--- config.mk ---
export PLATFORM = sky130hd
export DESIGN_NAME = gcd_req_sequencer
export DESIGN_NICKNAME = d
export VERILOG_FILES = /design/src/rtl/gcd_pkg.sv /design/src/rtl/gcd_cycle_counter.sv /design/src/rtl/gcd_req_sequencer.sv
export SDC_FILE = /design/constraint.sdc
export NUM_CORES = 1
export LEC_CHECK = 0
export BUFFER_PORTS_ARGS = -buffer_cell sky130_fd_sc_hd__buf_2
export CELL_PAD_IN_SITES_DETAIL_PLACEMENT = 1
export CELL_PAD_IN_SITES_GLOBAL_PLACEMENT = 2
export CORE_MARGIN = 2
export CORE_UTILIZATION = 25
export DETAILED_ROUTE_END_ITERATION = 6
export GPL_TIMING_DRIVEN = 0
export HOLD_SLACK_MARGIN = 0.08
export MAX_ROUTING_LAYER = met4
export PLACE_DENSITY = 0.63
export RECOVER_POWER = 100
export SLEW_MARGIN = 20
export SYNTH_ARGS = -nofsm -noshare
export SYNTH_HDL_FRONTEND = slang
export SYNTH_SLANG_ARGS = --single-unit
--- constraint.sdc ---
create_clock -name clock -period 2.9 [get_ports clock]
set_input_delay 0.435 -clock clock [delete_from_list [all_inputs] [get_ports clock]]
set_output_delay 0.435 -clock clock [all_outputs]
set_load 0.1 [all_outputs]
--- src/rtl/gcd_pkg.sv ---
// Shared types and parameter derivations for the GCD request sequencer.
package gcd_pkg;

  typedef enum logic [1:0] {IDLE, LOAD, WAIT, DONE} state_e;

  localparam int GCD_W = 16;

  // Watchdog budget is twice the worst-case subtractive GCD iteration count.
  function automatic int gcd_timeout(input int w);
    return 2 ** (w + 1);
  endfunction

  function automatic int gcd_cnt_w(input int w);
    return w + 2;
  endfunction

endpackage

--- src/rtl/gcd_cycle_counter.sv ---
// Clear/enable cycle counter with a terminal-count flag for the watchdog.
module gcd_cycle_counter #(
  parameter int CNT_W = 18
) (
  input  logic             clock,
  input  logic             reset,
  input  logic             clr,
  input  logic             en,
  input  logic [CNT_W-1:0] limit,
  output logic [CNT_W-1:0] count,
  output logic             expire
);

  logic [CNT_W-1:0] count_nxt;

  assign count_nxt = count + CNT_W'(1);
  // Fires in the cycle whose increment would reach the limit.
  assign expire    = en && (count_nxt == limit);

  always_ff @(posedge clock or negedge reset) begin
    if (!reset)   count <= '0;
    else if (clr) count <= '0;
    else if (en)  count <= count_nxt;
  end

endmodule

--- src/rtl/gcd_req_sequencer.sv ---
// Valid/ready front-end for the GCD core: loads operands, bypasses a==0, and
// watchdogs the wait for io_valid.
module gcd_req_sequencer
  import gcd_pkg::*;
#(
  parameter int W       = GCD_W,
  parameter int TIMEOUT = gcd_timeout(W),
  parameter int CNT_W   = gcd_cnt_w(W)
) (
  input  logic             clock,
  input  logic             reset,
  input  logic             in_valid,
  output logic             in_ready,
  input  logic [W-1:0]     in_a,
  input  logic [W-1:0]     in_b,
  output logic             out_valid,
  input  logic             out_ready,
  output logic [W-1:0]     out_gcd,
  output logic             out_err,
  output logic [CNT_W-1:0] out_cycles,
  output logic             gcd_load,
  output logic [W-1:0]     gcd_a,
  output logic [W-1:0]     gcd_b,
  input  logic             gcd_valid,
  input  logic [W-1:0]     gcd_out
);

  localparam logic [CNT_W-1:0] LIMIT = CNT_W'(TIMEOUT);

  state_e           state;
  logic [CNT_W-1:0] count;
  logic [CNT_W-1:0] cnt_nxt;
  logic             expire;

  assign cnt_nxt = count + CNT_W'(1);

  gcd_cycle_counter #(.CNT_W(CNT_W)) u_wdog (
    .clock  (clock),
    .reset  (reset),
    .clr    (state == LOAD),
    .en     (state == WAIT),
    .limit  (LIMIT),
    .count  (count),
    .expire (expire)
  );

  always_ff @(posedge clock or negedge reset) begin
    if (!reset) begin
      state      <= IDLE;
      gcd_a      <= '0;
      gcd_b      <= '0;
      out_gcd    <= '0;
      out_err    <= 1'b0;
      out_cycles <= '0;
      in_ready   <= 1'b1;
      out_valid  <= 1'b0;
      gcd_load   <= 1'b0;
    end else begin
      case (state)
        IDLE: if (in_valid) begin
          gcd_a    <= in_a;
          gcd_b    <= in_b;
          in_ready <= 1'b0;
          // The core never converges with a==0; answer b directly.
          if (in_a == '0) begin
            out_gcd    <= in_b;
            out_err    <= 1'b0;
            out_cycles <= '0;
            out_valid  <= 1'b1;
            state      <= DONE;
          end else begin
            gcd_load <= 1'b1;
            state    <= LOAD;
          end
        end
        LOAD: begin
          gcd_load <= 1'b0;
          state    <= WAIT;
        end
        WAIT: if (gcd_valid) begin
          out_gcd    <= gcd_out;
          out_err    <= 1'b0;
          out_cycles <= cnt_nxt;
          out_valid  <= 1'b1;
          state      <= DONE;
        end else if (expire) begin
          out_gcd    <= '0;
          out_err    <= 1'b1;
          out_cycles <= cnt_nxt;
          out_valid  <= 1'b1;
          state      <= DONE;
        end
        DONE: if (out_ready) begin
          out_valid <= 1'b0;
          in_ready  <= 1'b1;
          state     <= IDLE;
        end
        default: state <= IDLE;
      endcase
    end
  end

endmodule

After elaboration in Yosys (flattened, before gate mapping)
Index checks and enable logic that the tools add are counted.
- bits of input ports: 53
- logic and storage cells: 68
- register bits: 90
- reductions and logical operators: 14
- add/sub/neg operators: 1
- muxes and demuxes: 34
- equal/unequal tests: 9
- operator list (cell ; count):
    18-bit 2-to-1 mux ; 6
    16-bit 2-to-1 mux ; 4
    18-bit one-hot mux with 2 select lines ; 1
    16-bit one-hot mux with 2 select lines ; 1
    18-bit by 1-bit adder with 18-bit output (second input constant) ; 1
    18-bit equality test (second input constant) ; 1
    16-bit logical NOT ; 1
    1-bit 2-to-1 mux ; 12
    2-bit 2-to-1 mux ; 5
    3-bit AND reduction ; 3
    2-bit != test (second input constant) ; 4
    2-bit one-hot mux with 4 select lines ; 1
    2-bit nonzero test ; 4
    1-bit one-hot mux with 2 select lines ; 3
    5-bit AND reduction ; 1
    2-bit equality test (second input constant) ; 2
    4-bit AND reduction ; 1
    3-bit != test (second input constant) ; 1
    1-bit one-hot mux with 3 select lines ; 1
    3-bit nonzero test ; 1
    2-bit by 1-bit equality test with 1-bit output (second input constant) ; 1
    2-bit logical NOT ; 1
    2-bit AND reduction ; 1
    1-bit logical AND ; 1

Logic depth before layout (Yosys ltp)
Gate-level depths: netlist (run 1).
- depth after elaboration: 6
- mapped depth: 12
- depth with buffers taken out: 8

Cells and area by module
A second synthesis (run 1) with hierarchy kept.
- cell total of the unflattened synthesis: 450
- area total of the unflattened synthesis: 4757.1 um^2
- modules (own cells, without submodules) (module ; cells each ; area an instance (um^2) ; times used):
    gcd_req_sequencer ; 294 ; 3418.3 ; 1
    gcd_cycle_counter ; 156 ; 1338.8 ; 1

Worst setup path before layout (run 1)
No wires, ideal clock.
- path kind: register to register
- start: register u_wdog.count[0]
- end: register out_gcd[2]
- buffers on the path: 3
- cell stages (with the launch flop): 11
- path slack: 45 ps
- clock period less this slack: 2855 ps
- arrival time: 2729 ps
- library setup time: 126 ps
- path through: dfrtp_1 > ha_1 > buf_4 > and3_1 > clkbuf_1 > or4_1 > a31oi_1 > nand4_2 > a21boi_4 > buf_6 > mux2_4
- longest elaborated chain between the ends: 5
- ends and longest elaborated chain (item ; RTL line ; text):
    from (decl) ; gcd_cycle_counter.sv:10 ; output logic [CNT_W-1:0] count,
    from (signal assigned) ; gcd_cycle_counter.sv:23 ; else if (en) count <= count_nxt;
    18-bit by 1-bit adder with 18-bit output ; gcd_cycle_counter.sv:16 ; assign count_nxt = count + CNT_W'(1);
    18-bit equality test ; gcd_cycle_counter.sv:18 ; assign expire = en && (count_nxt == limit);
    1-bit logical AND ; gcd_cycle_counter.sv:18 ;
    3-bit != test (no line) ; -- ;
    4-bit AND reduction (no line) ; -- ;
    to (signal assigned) ; gcd_req_sequencer.sv:66 ; out_gcd <= in_b;
    to (signal assigned) ; gcd_req_sequencer.sv:81 ; out_gcd <= gcd_out;
    to (decl) ; gcd_req_sequencer.sv:18 ; output logic [W-1:0] out_gcd,
Every way passes these cells.
A chain may end at the register's enable or synchronous reset.

Worst setup path after layout (run 1)
- start: register u_wdog.count[0]
- end: register out_gcd[0]
The elaborated chain is that of the path after synthesis.

==> out/metrics.cfg, run 1 <==
[run_status]
outcome=finished, violations left
violations=max-capacitance violations, max-slew violations

[place]
gp_congestion=0.772
port-buffer-count=120
detailed_place_hpwl_mm=10.7

[floorplan]
fp.coreArea_um2=18100
fp.dieH_um=140
fp-row-count=49
die_w_um=140
num_io_pins=123
initial_core_util=0.257
die-area_um2=19700

[yosys]
yosysWarningCount=0
synth.avg_cell_area_um2=11.4
ys.flop_type=dfrtp_1
syn_area_um2=4660
syn_nets=468
synth_cell_types=56
synth_seq_cells=90
async_reset_ff_frac=1.00
synth_edf_count=0
ys_seq_area_frac=0.484
syn_inst=408

[drt]
drt_iter0_drc=147
drt_first_pass_iters=4
ant_nets=0
drt_wl_total_mm=14.5
wire_per_inst_um=18.4
drc=0
vias=3720
via_per_inst=4.73

[worst_setup_path]
worst_ep_arrival_time_ps=3040
crit_type=flop to flop
slowest_delay_ps=490
startpoint_type=flop
critPathBufInv=2
crit_family=simple AND/OR/NAND/NOR gates
cp.required_ps=3130
cp-end-kind=flop
critical_path.slowest_cell=or4_4
cp_max_fo=6
worstPathCellList=ha_1 -> buf_6 -> and3_4 -> or4_4 -> a31oi_4 -> nand4_4 -> a21boi_4 -> bufbuf_16 -> mux2_4

[grt]
grt_max_degree=61
track_usage=0.153
antenna_found_initial=0
grt_pass1_vias=3969
grt_first_pass_wirelength_mm=22.7
grt-ovfl-total=0

[layout]
antenna_cells=0
final_common_cell=dfrtp_1
final_util=0.332
drive_gt1_frac=0.309
area_growth_pct=29.3
finalNetCount=613
final_cell_mix=dfrtp_1, clkbuf_1, buf_2

[sta]
hold_viol=0
min_period_ps=2810
skew_ps=5.05
maxSlewViolCount=32
period_share=0.968
max_freq_ghz=0.356
slew_headroom=-0.161
worst_pin_slew_ps=1740
finalSetupViolCount=0

[cts]
cts_made_buffers=9
cts_buffer_depth=2
htreeDepth=3
clkLatencyLatePin_ps=350
clock_sinks=90
clkTransAtPathRegs_ps=70
cts_tree=done
root_buffer=clkbuf_16

[run]
cap_violations=1

[hold_path]
hold_class=input port to flop

==> final cells by class <==
class | instances | area [µm²]
clock inverter | 6 | 50.0
buffer | 26 | 166
clock buffer | 9 | 225
inverter | 33 | 124
tap | 229 | 287
multi-input combinational | 257 | 2230
timing repair buffer | 136 | 679
sequential | 90 | 2260
fill | 2061 | 12100
==> Yosys cell counts (2+ instances only) <==
cell type | n | area share
o22ai_1 | 16 | 0.022
and4_1 | 2 | 0.0038
nand4_1 | 6 | 0.0081
o2bb2ai_1 | 4 | 0.0075
or4_1 | 2 | 0.0032
a21oi_1 | 9 | 0.0097
nand2b_1 | 3 | 0.0040
nand3_4 | 2 | 0.0075
nor4_1 | 5 | 0.0067
nand3_1 | 10 | 0.011
mux2i_1 | 3 | 0.0065
mux2_4 | 12 | 0.039
o21ai_0 | 18 | 0.019
a31oi_1 | 5 | 0.0067
inv_1 | 32 | 0.026
or3_1 | 2 | 0.0027
o31ai_1 | 8 | 0.013
xnor2_1 | 14 | 0.026
mux2_2 | 38 | 0.092
a211o_1 | 2 | 0.0038
buf_2 | 6 | 0.0065
dfrtp_1 | 89 | 0.48
ha_1 | 7 | 0.019
nand4_2 | 3 | 0.0081
xor2_1 | 4 | 0.0075
nand2_1 | 18 | 0.015
buf_4 | 3 | 0.0048
nor4_4 | 2 | 0.0091
and3_1 | 4 | 0.0054
o22ai_2 | 3 | 0.0081
nor2_1 | 17 | 0.014
clkbuf_1 | 16 | 0.013
nor3_1 | 3 | 0.0032
a22o_1 | 18 | 0.034
==> kinds of logic after synthesis <==
| logic type | Yosys count | synth area share |
|---|---|---|
| XOR/XNOR | 18 | 0.0339 |
| AND/OR/NAND/NOR | 85 | 0.114 |
| flip-flops | 90 | 0.484 |
| buffers and inverters | 61 | 0.0607 |
| adder cells (fa/ha/maj) | 7 | 0.0188 |
| AO/OA/AOI/OAI | 94 | 0.151 |
| multiplexers | 53 | 0.137 |
==> layer usage <==
| layer | global-route usage | part of all wire | up-vias |
|---|---|---|---|
| met4 | 0.0579 | 0.024 | 0 |
| met5 | - | 0 | - |
| met3 | 0.0188 | 0.028 | 15 |
| li1 | - | - | 1764 |
| met2 | 0.241 | 0.48 | 58 |
| met1 | 0.203 | 0.47 | 1883 |
==> final timing paths <==
path                                      start       endpoint  slack (ps)  cells after the start
worst max-delay path            u_wdog.count[0]     out_gcd[0]          90                      9
worst min register to register        gcd_b[14]      gcd_b[14]         500                      2
max in group asynchronous                 reset     out_gcd[9]         490                      3
worst min-delay path                    in_a[5]       gcd_a[5]         330                      2
worst max register to register  u_wdog.count[0]     out_gcd[0]          90                      9
min in group asynchronous                 reset  out_cycles[0]        1080                      2
==> state kept, by name (all words and copies together), names as in the netlist, 2 cells and up <==
signal,flops
out_gcd,16
state,2
gcd_a,16
gcd_b,16
out_cycles,18
u_wdog.count,18
==> timing repair <==
item,in CTS,in global routing
cloned,1,0
gates resized for setup,12,14
hold buffers,1,0
endpoints found under the hold margin,30,0
endpoints found under the setup margin,36,34
pin swaps,1,11
setup buffers,8,5
==> through the flow <==
stage	setup WS (ps)	hold slack [ps]	cells	TNS [ps]	cell area (µm²)
final	91.7	333	786	0	6020
after global routing	-47.7	326	786	-456	6020
after CTS	0.340	318	782	0	6020
after detailed placement	-433	345	758	-11560	5580
after global placement	-418	466	757	-11380	5540
after floorplan	45.0	139	408	0	4660
Power of run 1 is not shown: default switching activity piles up to over one toggle a cycle in this logic, so the estimate is an artifact.
==> run 2, diff against run 1 <==
CORE_UTILIZATION = 30   (was 25)
PLACE_DENSITY = 0.73   (was 0.63)
==> run 2 against run 1 <==
Effect of this change: the run still ends with max-capacitance violations, max-slew violations left; cell count down 4.8%; worst setup slack improved by 61 ps; sequential cell count is the same; core utilization is 6.0 points higher; design area down 1.0%; sequential share of layout area increased by 0.36 points; first-iteration DRC count down 18%; worst hold slack got worse by 11 ps; clock skew up 2.6 ps; global-route usage increased by 2.6 points; largest cell class unchanged; highest routed layer unchanged.
==> out/metrics.cfg, run 2 (synthesized netlist as in run 1, its figures left out) <==
[run_status]
outcome=finished, violations left
violations=max-capacitance violations, max-slew violations

[place]
gp_congestion=0.813
port-buffer-count=120
dp_slack_ps=-439
detailed_place_hpwl_mm=10.2

[worst_setup_path]
crit_type=flop to flop
startpoint_type=flop
cp-end-kind=flop
cp.required_ps=3140
cp_max_fo=8
worst_ep_arrival_time_ps=2990

[floorplan]
die_w_um=129
fp.dieH_um=129
fp.coreArea_um2=15200
die-area_um2=16500
num_io_pins=123
fp-row-count=45
initial_core_util=0.306

[sta]
period_share=0.947
setup-tns-final_ps=0
maxSlewViolCount=28
finalSetupViolCount=0
worst_pin_slew_ps=1700
max_freq_ghz=0.364
hold_viol=0
min_period_ps=2750
slew_headroom=-0.133
setup_slack_ps=152
fin_hold_ws_ps=323
skew_ps=7.65
rsz0062_at_grt=no

[cts]
clkTransAtPathRegs_ps=70
clock_sinks=90
cts_tree=done
cts_made_buffers=9
clkLatencyLatePin_ps=360
htreeDepth=3
cts_buffer_depth=2
root_buffer=clkbuf_16

[drt]
via_per_inst=5.05
vias=3776
drt_first_pass_iters=4
wire_per_inst_um=18.7
drt_wl_total_mm=14.0
wl_met3_um=421
drt_iter0_drc=120
met1_length_mm=6.45
wl_met2_mm=6.76
ant_nets=0
drc=0
dr.max_layer_used=met4

[layout]
n_fill_cell=1752
drive_gt1_frac=0.302
area_growth_pct=28.0
antenna_cells=0
multiInputGateArea_um2=2210
finalNetCount=615
reg_top3=out_cycles: 18 flops, u_wdog.count: 18 flops
final_cell_mix=clkbuf_1, dfrtp_1, buf_2
final_util=0.392
ff_latch_area_um2=2260

[grt]
antenna_found_initial=0
track_usage=0.179
grt_first_pass_wirelength_mm=22.0
grt_max_degree=64
grt_pass1_vias=3993
grt-ovfl-total=0

[run]
cap_violations=1

[hold_path]
hold_class=input port to flop

[run 2: changes by cell type in the layout (fill, tap and decap cells not counted), sizes merged]
cell | previous run | this run
bufinv | 0 | 1
bufbuf | 1 | 0
clkbuf | 95 | 96
clkinvlp | 2 | 1
buf | 74 | 77
[run 2: timing repair]
action | CTS | global route
hold buffers | 1 | 0
resized for setup | 7 | 12
setup endpoints to repair | 35 | 34
buffers inserted | 8 | 7
gates cloned | 0 | 0
hold endpoints to repair | 27 | 0
pin swaps | 1 | 6
[run 2: final timing paths]
check                           startpoint  depth (start not counted)              end  slack (ps)
max reg2reg                u_wdog.count[0]                          9       out_gcd[3]         150
min in group asynchronous            reset                          2    out_cycles[0]        1070
min                                in_b[2]                          2         gcd_b[2]         320
min reg2reg                     out_gcd[5]                          1       out_gcd[5]         510
max                        u_wdog.count[0]                          9       out_gcd[3]         150
max in group asynchronous            reset                          2  u_wdog.count[0]         730
[run 2: cell type report]
| cell class | count | area share |
|---|---|---|
| Clock buffer | 10 | 0.0384 |
| Multi-Input combinational cell | 257 | 0.371 |
| Timing Repair Buffer | 137 | 0.114 |
| Sequential cell | 90 | 0.379 |
| Buffer | 27 | 0.0260 |
| Tap cell | 188 | 0.0395 |
| Inverter | 33 | 0.0208 |
| Clock inverter | 6 | 0.0122 |
[run 2: worst max-delay path, cell delays in order (launching register included)]
cell      delay (ps)
dfrtp_2          440
ha_1             200
buf_4            160
and3_4           210
or4_4            490
a31oi_4          220
nand4_4          120
a21boi_4         280
buf_8            200
mux2_4           300
[run 2: metal layers]
metal,up-vias,track usage
li1,1781,-
met1,1906,0.231
met2,69,0.280
met3,20,0.0312
met4,0,0.0735
met5,-,-
[run 2: stage by stage]
step                std cells  instance area, µm²
finish                    748                5960
global route              748                5960
CTS                       741                5930
detailed placement        717                5530
global placement          716                5490
floorplan                 408                4660
Power of run 2 is left out for the same reason.
